[src/rtl/muldiv_unit.sv]
// Iterative RV32M multiply/divide unit: shift-add multiply and restoring divide,
// one bit per cycle, with a start/busy/done handshake and pipeline flush.
module muldiv_unit #(
    parameter int unsigned XLEN  = 32,
    parameter int unsigned CNT_W = 6
) (
    input  logic            clk,
    input  logic            rst,
    input  logic            start,
    input  logic [2:0]      funct3,
    input  logic [XLEN-1:0] data_alu1,
    input  logic [XLEN-1:0] data_alu2,
    input  logic            flush,
    output logic            busy,
    output logic            done,
    output logic [XLEN-1:0] result
);

    localparam int unsigned W2 = 2 * XLEN;

    typedef enum logic [1:0] {
        S_IDLE,
        S_CALC,
        S_FIX,
        S_DONE
    } state_t;

    state_t          r_state;
    logic [CNT_W-1:0] r_cnt;
    logic [W2-1:0]   r_acc;
    logic [XLEN-1:0] r_opnd;
    logic            r_is_div;
    logic            r_sel;
    logic            r_neg_q;
    logic            r_neg_r;
    logic            r_busy;
    logic            r_done;
    logic [XLEN-1:0] r_result;

    // Operand decode: signedness, magnitudes and special cases seen in IDLE
    logic            w_a_sgn;
    logic            w_b_sgn;
    logic            w_a_neg;
    logic            w_b_neg;
    logic [XLEN-1:0] w_a_mag;
    logic [XLEN-1:0] w_b_mag;
    logic            w_div0;
    logic            w_ovf;
    logic [XLEN-1:0] w_spec_res;

    assign w_a_sgn = funct3[2] ? ~funct3[0] : (funct3[1:0] != 2'b11);
    assign w_b_sgn = funct3[2] ? ~funct3[0] : ~funct3[1];
    assign w_a_neg = w_a_sgn & data_alu1[XLEN-1];
    assign w_b_neg = w_b_sgn & data_alu2[XLEN-1];
    assign w_a_mag = w_a_neg ? (~data_alu1 + XLEN'(1)) : data_alu1;
    assign w_b_mag = w_b_neg ? (~data_alu2 + XLEN'(1)) : data_alu2;
    assign w_div0  = funct3[2] && (data_alu2 == '0);
    assign w_ovf   = funct3[2] && !funct3[0]
                     && (data_alu1 == {1'b1, {(XLEN-1){1'b0}}})
                     && (data_alu2 == '1);
    assign w_spec_res = w_div0 ? (funct3[1] ? data_alu1 : '1)
                               : (funct3[1] ? '0 : {1'b1, {(XLEN-1){1'b0}}});

    // Multiply step: add multiplicand into the high half, shift right
    logic [XLEN:0]   w_mul_sum;
    assign w_mul_sum = {1'b0, r_acc[W2-1:XLEN]} + {1'b0, (r_acc[0] ? r_opnd : '0)};

    // Divide step: shift partial remainder left and trial-subtract the divisor
    logic [XLEN:0]   w_div_hi;
    logic            w_div_ge;
    logic [XLEN-1:0] w_div_diff;
    assign w_div_hi   = r_acc[W2-2:XLEN-1];
    assign w_div_ge   = (w_div_hi >= {1'b0, r_opnd});
    assign w_div_diff = XLEN'(w_div_hi - {1'b0, r_opnd});

    // Sign correction and word selection
    logic [W2-1:0]   w_prod;
    logic [XLEN-1:0] w_quo;
    logic [XLEN-1:0] w_rem;
    logic [XLEN-1:0] w_fix_res;
    assign w_prod    = r_neg_q ? (~r_acc + W2'(1)) : r_acc;
    assign w_quo     = r_neg_q ? (~r_acc[XLEN-1:0] + XLEN'(1)) : r_acc[XLEN-1:0];
    assign w_rem     = r_neg_r ? (~r_acc[W2-1:XLEN] + XLEN'(1)) : r_acc[W2-1:XLEN];
    assign w_fix_res = r_is_div ? (r_sel ? w_rem : w_quo)
                                : (r_sel ? w_prod[W2-1:XLEN] : w_prod[XLEN-1:0]);

    always_ff @(posedge clk or posedge rst) begin
        if (rst) begin
            r_state  <= S_IDLE;
            r_cnt    <= '0;
            r_acc    <= '0;
            r_opnd   <= '0;
            r_is_div <= 1'b0;
            r_sel    <= 1'b0;
            r_neg_q  <= 1'b0;
            r_neg_r  <= 1'b0;
            r_busy   <= 1'b0;
            r_done   <= 1'b0;
            r_result <= '0;
        end else if (flush && (r_state != S_IDLE)) begin
            r_state <= S_IDLE;
            r_busy  <= 1'b0;
            r_done  <= 1'b0;
        end else begin
            r_done <= 1'b0;
            case (r_state)
                S_IDLE: begin
                    if (start && !flush) begin
                        r_busy   <= 1'b1;
                        r_is_div <= funct3[2];
                        r_sel    <= funct3[2] ? funct3[1] : (funct3[1:0] != 2'b00);
                        r_neg_q  <= w_a_neg ^ w_b_neg;
                        r_neg_r  <= w_a_neg;
                        r_opnd   <= funct3[2] ? w_b_mag : w_a_mag;
                        r_acc    <= {{XLEN{1'b0}}, (funct3[2] ? w_a_mag : w_b_mag)};
                        r_cnt    <= '0;
                        if (w_div0 || w_ovf) begin
                            r_result <= w_spec_res;
                            r_done   <= 1'b1;
                            r_state  <= S_DONE;
                        end else begin
                            r_state  <= S_CALC;
                        end
                    end
                end
                S_CALC: begin
                    if (r_is_div) begin
                        r_acc <= {(w_div_ge ? w_div_diff : w_div_hi[XLEN-1:0]),
                                  r_acc[XLEN-2:0], w_div_ge};
                    end else begin
                        r_acc <= {w_mul_sum, r_acc[XLEN-1:1]};
                    end
                    r_cnt <= r_cnt + CNT_W'(1);
                    if (r_cnt == CNT_W'(XLEN - 1)) begin
                        r_state <= S_FIX;
                    end
                end
                S_FIX: begin
                    r_result <= w_fix_res;
                    r_done   <= 1'b1;
                    r_state  <= S_DONE;
                end
                S_DONE: begin
                    r_busy  <= 1'b0;
                    r_state <= S_IDLE;
                end
                default: begin
                    r_busy  <= 1'b0;
                    r_state <= S_IDLE;
                end
            endcase
        end
    end

    assign busy   = r_busy;
    assign done   = r_done;
    assign result = r_result;

endmodule

[config.mk]
export PLATFORM = sky130hd
export DESIGN_NAME = muldiv_unit
export DESIGN_NICKNAME = d
export VERILOG_FILES = /design/src/rtl/muldiv_unit.sv
export SDC_FILE = /design/constraint.sdc
export NUM_CORES = 1
export LEC_CHECK = 0
export CORE_MARGIN = 5
export CORE_UTILIZATION = 61
export DETAILED_ROUTE_END_ITERATION = 10
export PLACE_DENSITY_LB_ADDON = 0.2
export SLEW_MARGIN = 5
export SYNTH_ARGS = -nofsm -noshare
export SYNTH_HDL_FRONTEND = slang
export SYNTH_SLANG_ARGS = --single-unit
[constraint.sdc]
create_clock -name clk -period 5.6 [get_ports clk]
set_input_delay 0.84 -clock clk [delete_from_list [all_inputs] [get_ports clk]]
set_output_delay 0.84 -clock clk [all_outputs]
set_load 0.01 [all_outputs]
==> metrics.txt, run 1 <==
Final Slew Violations 0; Final Total Pwr ~9.6 mW; register-to-register setup slack approximately 1.4 ns; wire length per cell approximately 21 um; max frequency ~0.23 GHz; Sink Count ~140; FILL cells 2080; core area between 20000 and 25000 um2; Max Buffers Root-to-Sink 2; Initial Util 61.2%; ratio of cells with drive above 1 in the final layout between 5 and 6%; YS warnings 0; xor-xnor portion of the synthesized cell area 11.1%; H-Tree Depth 4; grt met2 use a little over half; GRT Total Usage 35.3%; DRC 0; area leader, netlist dfrtp_1; HPWL after DPL 36200 um; M1 GR Usage slightly above 50%; Worst-Skew Late Latency about 0.44 ns; relative slew slack just under 20%; EDFF count, synth 0; via count ~15000; largest family of logic cells by synthesized area compound AO/OA/AOI/OAI gates; TritonCTS clock tree built; Placed Cells 2254; post-synthesis net count 2072; Synth area leaders dfrtp_1 (25%), o21ai_0 (7.2%), a21oi_1 (6.7%), ha_1 (6.5%), xor2_1 (6.5%); Compound-Gate Fraction of Synth Area between 20 and 30%; Crit Path Category in -> reg; n_diodes 0; DR pass1 iterations 6; CTS buffer count 17; mux contribution to synthesized area between 3 and 4%; Max Cap Viol 0; Final Net Count approximately 2100; Die H ~160 um; initial antenna violation count 0; Main synth FF type dfrtp_1; DR vias/cell around 6.5; final setup vio count 0; row cnt 56; CP endpoint kind register; Iter 0 DRT Violations 2033; clock root buffer master clkbuf_16; GPL Wtd Cong just over 1; RSZ-0062 raised after global routing no; post-CTS resize count 0; IO Port Bufs 104; Worst Max-Slew Pin Slew ~1.2 ns; Setup Skew 0.0130 ns; Core Util, Final between 60% and 70%; post-synth top area share 25.0%; Synth Area in Adders under 10%; GRT overflow 0; Area Overhead vs Synth 12.2%; Crit path arrival time 4.69 ns; setup bufs post-CTS 0; global-route wire length before repair between 70000 and 80000 um; status completed; Post-synth ARST share between 90% and 100%; # hold bufs at CTS 0; CP Launch Type input port; vias in the first global route roughly 14000; power per cell area between 600 and 700 nW/um2; static leakage between 6 and 7 nW; #FFs+latches synth 142; largest net degree at the start of global routing around 110; grt peak-use layer met2; IO Count around 110; post-route clock period utilization 77.6%; Max IR drop VDD between 0.3 and 0.4 mV; die area 26500 um2; Fin. Hold Viols 0; critical-path maximum fanout 49; min cycle time layout ~4.3 ns; Synth Cell Area 14200 um2; simple-gate share of the synthesized area around 20%; die width ~160 um; met3 Use GR under 10%; Hold Path Class reg -> reg; Antenna Nets Post-Route 0; Post-Syn Instances 1925; syn avg cell area between 7 and 8 um2; drt total wl between 40000 and 50000 um; non-filler cells, final about 2300; clock slew at reported path FFs ~0.060 ns; Seq/Total Area, Yosys around a quarter; Critical Path RT a little under 6 ns; Unique masters post-synth between 70 and 80; setup TNS 0 ns
## per-stage QoR
stage | cell area (um2) | setup WS [ns] | hold WS [ns]
finish | 16000 | 1.25 | 0.477
global route | 16000 | 1.01 | 0.511
CTS | 16000 | 1.32 | 0.483
detailed placement | 15400 | 0.859 | 0.470
global placement | 15400 | 1.02 | 0.461
floorplan | 14200 | 0.950 | 0.450
## cell families (layout without fill, tap and decap cells)
group,Yosys count,in the layout
mux,49,49
compound gates,659,659
flops,142,142
buf+inv,185,225
simple gates,634,634
xor+xnor,180,180
fa+ha+maj,76,76
## final timing paths
| kind | startpoint | endpoint | cells after the start |
|---|---|---|---|
| setup reg to reg | r_acc[31]$_DFFE_PP0P_ | r_acc[39]$_DFFE_PP0P_ | 14 |
| max in group asynchronous | rst | r_acc[31]$_DFFE_PP0P_ | 3 |
| setup / recovery | data_alu1[11] | result[15]$_DFFE_PP0P_ | 10 |
| hold / removal | result[26]$_DFFE_PP0P_ | result[26]$_DFFE_PP0P_ | 2 |
| hold reg to reg | result[26]$_DFFE_PP0P_ | result[26]$_DFFE_PP0P_ | 2 |
| min in group asynchronous | rst | r_acc[6]$_DFFE_PP0P_ | 2 |
## registers in the layout, indices dropped and copies added (netlist names), 2 cells and up
name     count
r_state      2
result      32
r_opnd      32
r_cnt        6
r_acc       64
## synthesized netlist by cell type (14+ instances only)
cell type and n:
o21ai_0 205, nor3_1 33, dfrtp_1 142, a22oi_1 16, clkbuf_1 107, o41ai_1 14
o22ai_1 15, mux2i_1 20, o31ai_1 38, nor2_1 225, ha_1 74, nand2b_1 18
inv_1 73, a21o_1 27, nand4_1 20, xor2_1 105, nor4_1 14, nand2_1 207
nand3_1 25, xnor2_1 75, a21oi_1 192, a211oi_1 42, mux2_2 29, o211ai_1 15
or3_1 19
## power breakdown
part / switching, mW / total, mW / internal (mW)
Sequential: 0.681 / 2.12 / 1.43
Combinational: 3.85 / 6.39 / 2.54
Clock: 0.466 / 1.09 / 0.627
Total: 4.99 / 9.60 / 4.60
## metal layers
| layer | up-vias | part of all wire [%] |
|---|---|---|
| met5 | - | 0 |
| met4 | 0 | 3.6 |
| met3 | 113 | 9.9 |
| met2 | 806 | 44 |
| met1 | 6883 | 43 |
| li1 | 6982 | - |
## cell usage in the layout, fill, tap and decap left out, drive strengths merged, types with 7 or more instances in the layout
master         instances
o21ai                211
nand4                 20
or4                   13
a311oi                 7
mux2i                 20
buf                   19
or3                   21
nand2b                18
a31oi                  9
a21oi                192
o41ai                 15
o21bai                 9
mux2                  29
o22ai                 15
a22oi                 16
or2                    7
o221ai                10
a211oi                42
inv                   74
nor2                 225
and2                  13
nand3                 25
a21o                  27
o21a                   8
xnor2                 75
and3                   8
o211ai                15
nor4                  15
nand2                207
o31ai                 38
xor2                 105
clkdlybuf4s50        103
clkbuf                20
nor2b                 10
ha                    74
dfrtp                142
nor3                  33
## worst max-delay path: stages
cell             delay (ns)
clkdlybuf4s50_1        0.50
or4_1                  0.62
nand4b_1               0.26
or2_2                  0.38
nor4_1                 0.43
nand4_1                0.20
a21oi_1                0.27
o21ai_4                0.35
a21o_1                 0.49
o31ai_1                0.34
## cell type report
cell class              count  area, um2  area share [%]
multi-input cells        1598      10000            62.7
flip-flops and latches    142       3550            22.3
repair buffers            122       1170            7.35
clock buffers              20        457            2.86
well taps                 319        399            2.50
inverters                  73        279            1.75
clock inverters            10       91.3           0.572
(Power assumes the default switching activity.)
==> inputs of run 2 (changes only) <==
- clock period: 5.6 -> 4.26 ns (I/O delays scaled with it)
==> metrics.txt, run 2 (same netlist as run 1, synthesis figures left out) <==
status completed; CP endpoint kind register; clock root buffer master clkbuf_16; min cycle time layout between 3 and 4 ns; DR pass1 iterations 7 (+1); post-CTS resize count 0 (unchanged); RSZ-0062 raised after global routing no; largest net degree at the start of global routing 107 (-0.93%); GPL Wtd Cong 0.999 (-1.2%); # hold bufs at CTS 0 (unchanged); worst hold slack 0.479 ns (+0.00182 ns); CP cell instances inv_1, ha_1, fa_1, nand2b_1, a21oi_1, a311oi_1, nor2_1, o31ai_1, buf_4, a21oi_1, a221oi_4, buf_12, and2_1, a221oi_1, o21ai_0; Worst Path Buf+Inv 3 (+2); Die H 163 um (unchanged); Final Worst Setup Slack 0.336 ns (-0.917 ns); core area 23300 um2 (unchanged); Sink Count 142 (unchanged); Final Net Count 2127 (+1.2%); H-Tree Depth 4 (unchanged); Fin. Hold Viols 0 (unchanged); non-filler cells, final 2312 (+1.2%); FILL cells 1952 (-6.2%); max frequency between 0.2 and 0.3 GHz; R2R depth 15 (+1); die width 163 um (unchanged); die area 26500 um2 (unchanged); Hold Path Class reg -> reg; Area Overhead vs Synth 14.4%; HPWL after DPL 36700 um (+1.3%); ratio of cells with drive above 1 in the final layout 6.52% (+1.3 points); Max Buffers Root-to-Sink 2 (unchanged); IO Count 105 (unchanged); GRT Total Usage 35.8% (+0.55 points); relative slew slack 38.9% (+19 points); Max IR drop VDD 0.486 mV (+55%); most frequent cells in the layout nor2_1 (225), nand2_1 (206), o21ai_0 (205); Hold Path Stages 2 (unchanged); clock slew at reported path FFs 0.07 ns (about the same); setup bufs post-CTS 0 (unchanged); vias in the first global route 14000 (+3.0%); DR vias/cell 6.47 (about the same); initial antenna violation count 0 (unchanged); Crit Path Category reg -> reg; IO Port Bufs 104 (unchanged); row cnt 56 (unchanged); CP top delay family compound AO/OA/AOI/OAI gates; Worst-Skew Late Latency 0.44 ns (about the same); Critical Path RT 4.56 ns (-1.38 ns); Initial Util 61.2% (unchanged); Placed Cells 2280 (+1.2%); Iter 0 DRT Violations 1917 (-5.7%); n_diodes 0 (unchanged); CP Launch Type register; Setup Skew 0.0105 ns (-0.00242 ns); Crit-path slowest cell dfrtp_1; via count 15000 (+1.2%); critical-path maximum fanout 45 (-8.2%); Critical Path Most Common Cell a21oi_1; drt total wl 47700 um (+0.63%); Max Cap Viol 0 (unchanged); Multi-input gate area 10000 um2 (unchanged); setup TNS 0 ns (unchanged); WP depth 15 (+5); static leakage 6.98 nW (+2.9%); global-route wire length before repair 75300 um (+1.5%); power per cell area 796 nW/um2 (+33%); final setup vio count 0 (unchanged); CTS buffer count 17 (unchanged); post-route clock period utilization between 90% and 100%; max FFs per register 64 (unchanged); Final Total Pwr 13.0 mW (+35%); Register Area 3550 um2 (unchanged); DRC 0 (unchanged); Antenna Nets Post-Route 0 (unchanged); wire length per cell 20.6 um (-0.59%); Final Slew Violations 0 (unchanged); Crit path arrival time 4.23 ns (-0.46 ns); max incr delay on CP 0.44 ns (-0.18 ns); Worst Max-Slew Pin Slew 0.915 ns (-0.285 ns); TritonCTS clock tree built; GRT overflow 0 (unchanged); Biggest register r_acc; Setup Slack @ Placement 0.0159 ns (-0.843 ns); commonest non-fill, non-tap cell in the layout nor2_1
[run 2: cell count changes in the layout (fill, tap and decap cells not counted), sizes merged]
cell      delta
clkinvlp     -4
clkinv       +3
buf         +26
bufinv       +3
[run 2: worst min-delay path, cell delays in order (launching register included)]
cell     delay [ns]
dfrtp_1        0.34
nand2_1        0.05
o21ai_0        0.06
[run 2: power breakdown]
part	internal [mW]	switching, mW
clock network	1.00	0.633
registers	1.89	0.857
logic	3.44	5.15
total	6.33	6.64
[run 2: path summary, 6_finish.rpt]
| check | start | end | slack, ns |
|---|---|---|---|
| worst max-delay path | r_acc[31]$_DFFE_PP0P_ | r_acc[58]$_DFFE_PP0P_ | 0.34 |
| worst min-delay path | r_opnd[2]$_DFFE_PP0P_ | r_opnd[2]$_DFFE_PP0P_ | 0.48 |
| worst max register to register | r_acc[31]$_DFFE_PP0P_ | r_acc[58]$_DFFE_PP0P_ | 0.34 |
| worst min register to register | r_opnd[2]$_DFFE_PP0P_ | r_opnd[2]$_DFFE_PP0P_ | 0.48 |
| max in group asynchronous | rst | r_cnt[1]$_DFFE_PP0P_ | 2.48 |
| min in group asynchronous | rst | r_acc[4]$_DFFE_PP0P_ | 0.74 |
[run 2: metrics by stage]
step                      instance area, um2  util (%)
after floorplan                        14200         -
after global placement                 15700      67.3
after detailed placement               15700      67.3
after CTS                              16300      70.0
after global routing                   16300      70.0
final                                  16300      70.0
[run 2: layer usage]
metal / track usage (%) / vias to the layer above / part of all wire, %
li1: - / 7029 / -
met1: 48.9 / 6965 / 42
met2: 54.9 / 843 / 43
met3: 7.37 / 118 / 10
met4: 16.2 / 0 / 4.8
met5: 0 / - / 0
[run 2: final cells by class]
type                            count  area share, %
Clock buffer                       20           2.74
Clock inverter                     12           1.14
Inverter                           73           1.71
Multi-Input combinational cell   1598           61.5
Sequential cell                   142           21.8
Tap cell                          319           2.45
Timing Repair Buffer              148           8.64
==> inputs of run 3 (changes only) <==
--- a/config.mk
+++ b/config.mk
@@ -9,6 +9,7 @@
 export CORE_UTILIZATION = 61
 export DETAILED_ROUTE_END_ITERATION = 10
+export GPL_ROUTABILITY_DRIVEN = 0
 export PLACE_DENSITY_LB_ADDON = 0.2
-export SLEW_MARGIN = 5
+export SLEW_MARGIN = 10
 export SYNTH_ARGS = -nofsm -noshare
 export SYNTH_HDL_FRONTEND = slang
==> constraint.sdc (replaced) <==
create_clock -name clk -period 4.26 [get_ports clk]
set_input_delay 0.426 -clock clk [delete_from_list [all_inputs] [get_ports clk]]
set_output_delay 0.426 -clock clk [all_outputs]
set_load 0.01 [all_outputs]
==> metrics.txt, run 3 (same netlist as run 1, synthesis figures left out) <==
status completed; Core Util, Final 69.6% (-0.45 points); row cnt 56 (unchanged); Antenna Nets Post-Route 0 (unchanged); RSZ-0062 raised after global routing no; n_diodes 0 (unchanged); max FFs per register 64 (unchanged); Max Buffers Root-to-Sink 2 (unchanged); drt total wl 48500 um (+1.7%); global-route wire length before repair 76000 um (+0.99%); # hold bufs at CTS 0 (unchanged); DRC 0 (unchanged); Setup Slack @ Placement 0.163 ns (+0.147 ns); worst hold slack 0.480 ns (+0.00128 ns); Final Worst Setup Slack 0.281 ns (-0.0550 ns); setup bufs post-CTS 0 (unchanged); max frequency 0.251 GHz (-1.4%); TritonCTS clock tree built; DR vias/cell 6.63 (+2.4%); Biggest register r_acc; Crit Path Category reg -> reg; largest net degree at the start of global routing 83 (-22%); IO Count 105 (unchanged); Worst-Skew Late Latency 0.44 ns (about the same); clock slew at reported path FFs 0.07 ns (about the same); Initial Util 61.2% (unchanged); Worst Max-Slew Pin Slew 1.04 ns (+0.128 ns); vias in the first global route 14000 (+0.11%); final setup vio count 0 (unchanged); Area Overhead vs Synth 13.6%; wire length per cell 21.1 um (+2.3%); GRT overflow 0 (unchanged); post-route clock period utilization 93.4% (+1.3 points); Final Net Count 2114 (-0.61%); via count 15200 (+1.9%); die width 163 um (unchanged); relative slew slack 30.4% (-8.4 points); Fin. Hold Viols 0 (unchanged); Sink Count 142 (unchanged); Final Slew Violations 0 (unchanged); post-CTS resize count 0 (unchanged); GRT Total Usage 36.0% (+0.15 points); CP endpoint kind register; clock root buffer master clkbuf_16; Placed Cells 2267 (-0.57%); Max IR drop VDD 0.389 mV (-20%); power per cell area 803 nW/um2 (+0.86%); ratio of cells with drive above 1 in the final layout 5.86% (-0.66 points); CTS buffer count 17 (unchanged); IO Port Bufs 104 (unchanged); commonest non-fill, non-tap cell in the layout nor2_1; DR pass1 iterations 7 (unchanged); Die H 163 um (unchanged); HPWL after DPL 36500 um (-0.51%); CP Launch Type register; critical-path maximum fanout 25 (-44%); initial antenna violation count 0 (unchanged); core area 23300 um2 (unchanged); min-delay src result[30]$_DFFE_PP0P_; H-Tree Depth 4 (unchanged); Crit path arrival time 4.29 ns (+0.06 ns); static leakage 6.91 nW (-1.0%); min cycle time layout 3.98 ns (+0.0550 ns); Setup Skew 0.0106 ns (+0.0000904 ns); most frequent cells in the layout nor2_1 (225), nand2_1 (206), o21ai_0 (205); setup TNS 0 ns (unchanged); non-filler cells, final 2299 (-0.56%); Critical Path Start r_acc[0]$_DFFE_PP0P_; Max Cap Viol 0 (unchanged); FILL cells 1983 (+1.6%); startpoint of the worst register-to-register path r_acc[0]$_DFFE_PP0P_; Hold Path Class reg -> reg; Critical Path RT 4.57 ns (about the same); Iter 0 DRT Violations 2101 (+9.6%); die area 26500 um2 (unchanged)
[run 3: cell types whose count changed in the layout (fill, tap and decap cells not counted), sizes merged]
cell / change
buf: -13
clkbuf: +3
clkinv: -3
bufinv: -1
clkinvlp: +1
[run 3: through the flow]
stage	instance area, um2	power, mW
after floorplan	14200	8.69
after global placement	15600	10.8
after detailed placement	15600	11.0
after CTS	16200	12.7
after global routing	16200	13.9
final	16200	13.0
[run 3: layout make-up]
type	count	area [um2]	area share (%)
clock buffers	23	478	2.95
flip-flops and latches	142	3550	22.0
multi-input cells	1598	10000	61.9
repair buffers	135	1320	8.17
clock inverters	9	133	0.820
well taps	319	399	2.47
inverters	73	279	1.72
[run 3: worst max-delay path: stages (launching register included)]
cell and delay [ns]:
dfrtp_1 0.45, inv_1 0.28, buf_12 0.22, nor2_1 0.06, ha_1 0.37, a21oi_1 0.15, o21ai_0 0.13, a22o_1 0.33
a211o_1 0.30, a41oi_1 0.42, o21ai_0 0.33, a311oi_1 0.39, o21bai_1 0.13, xnor2_1 0.17, o211ai_1 0.11
[run 3: final timing paths]
kind | to | slack (ns) | cells past startpoint
max | r_acc[62]$_DFFE_PP0P_ | 0.28 | 14
min | result[30]$_DFFE_PP0P_ | 0.48 | 2
max reg2reg | r_acc[62]$_DFFE_PP0P_ | 0.28 | 14
min reg2reg | result[30]$_DFFE_PP0P_ | 0.48 | 2
max in group asynchronous | result[29]$_DFFE_PP0P_ | 2.90 | 3
min in group asynchronous | r_acc[4]$_DFFE_PP0P_ | 0.50 | 2
[run 3: power by group]
part / internal, mW / switching, mW
combinational: 3.43 / 5.18
clock: 0.969 / 0.636
sequential: 1.89 / 0.889
[run 3: per-layer routing]
layer  share of wire [%]  track usage [%]  vias up  routed length (um)
li1                    -                -     7004                   -
met1                  41             49.5     7095               19900
met2                  44             55.5      966               21200
met3                  11             7.49      167                5230
met4                 4.5             14.4        0                2200
met5                   0                0        -                   0
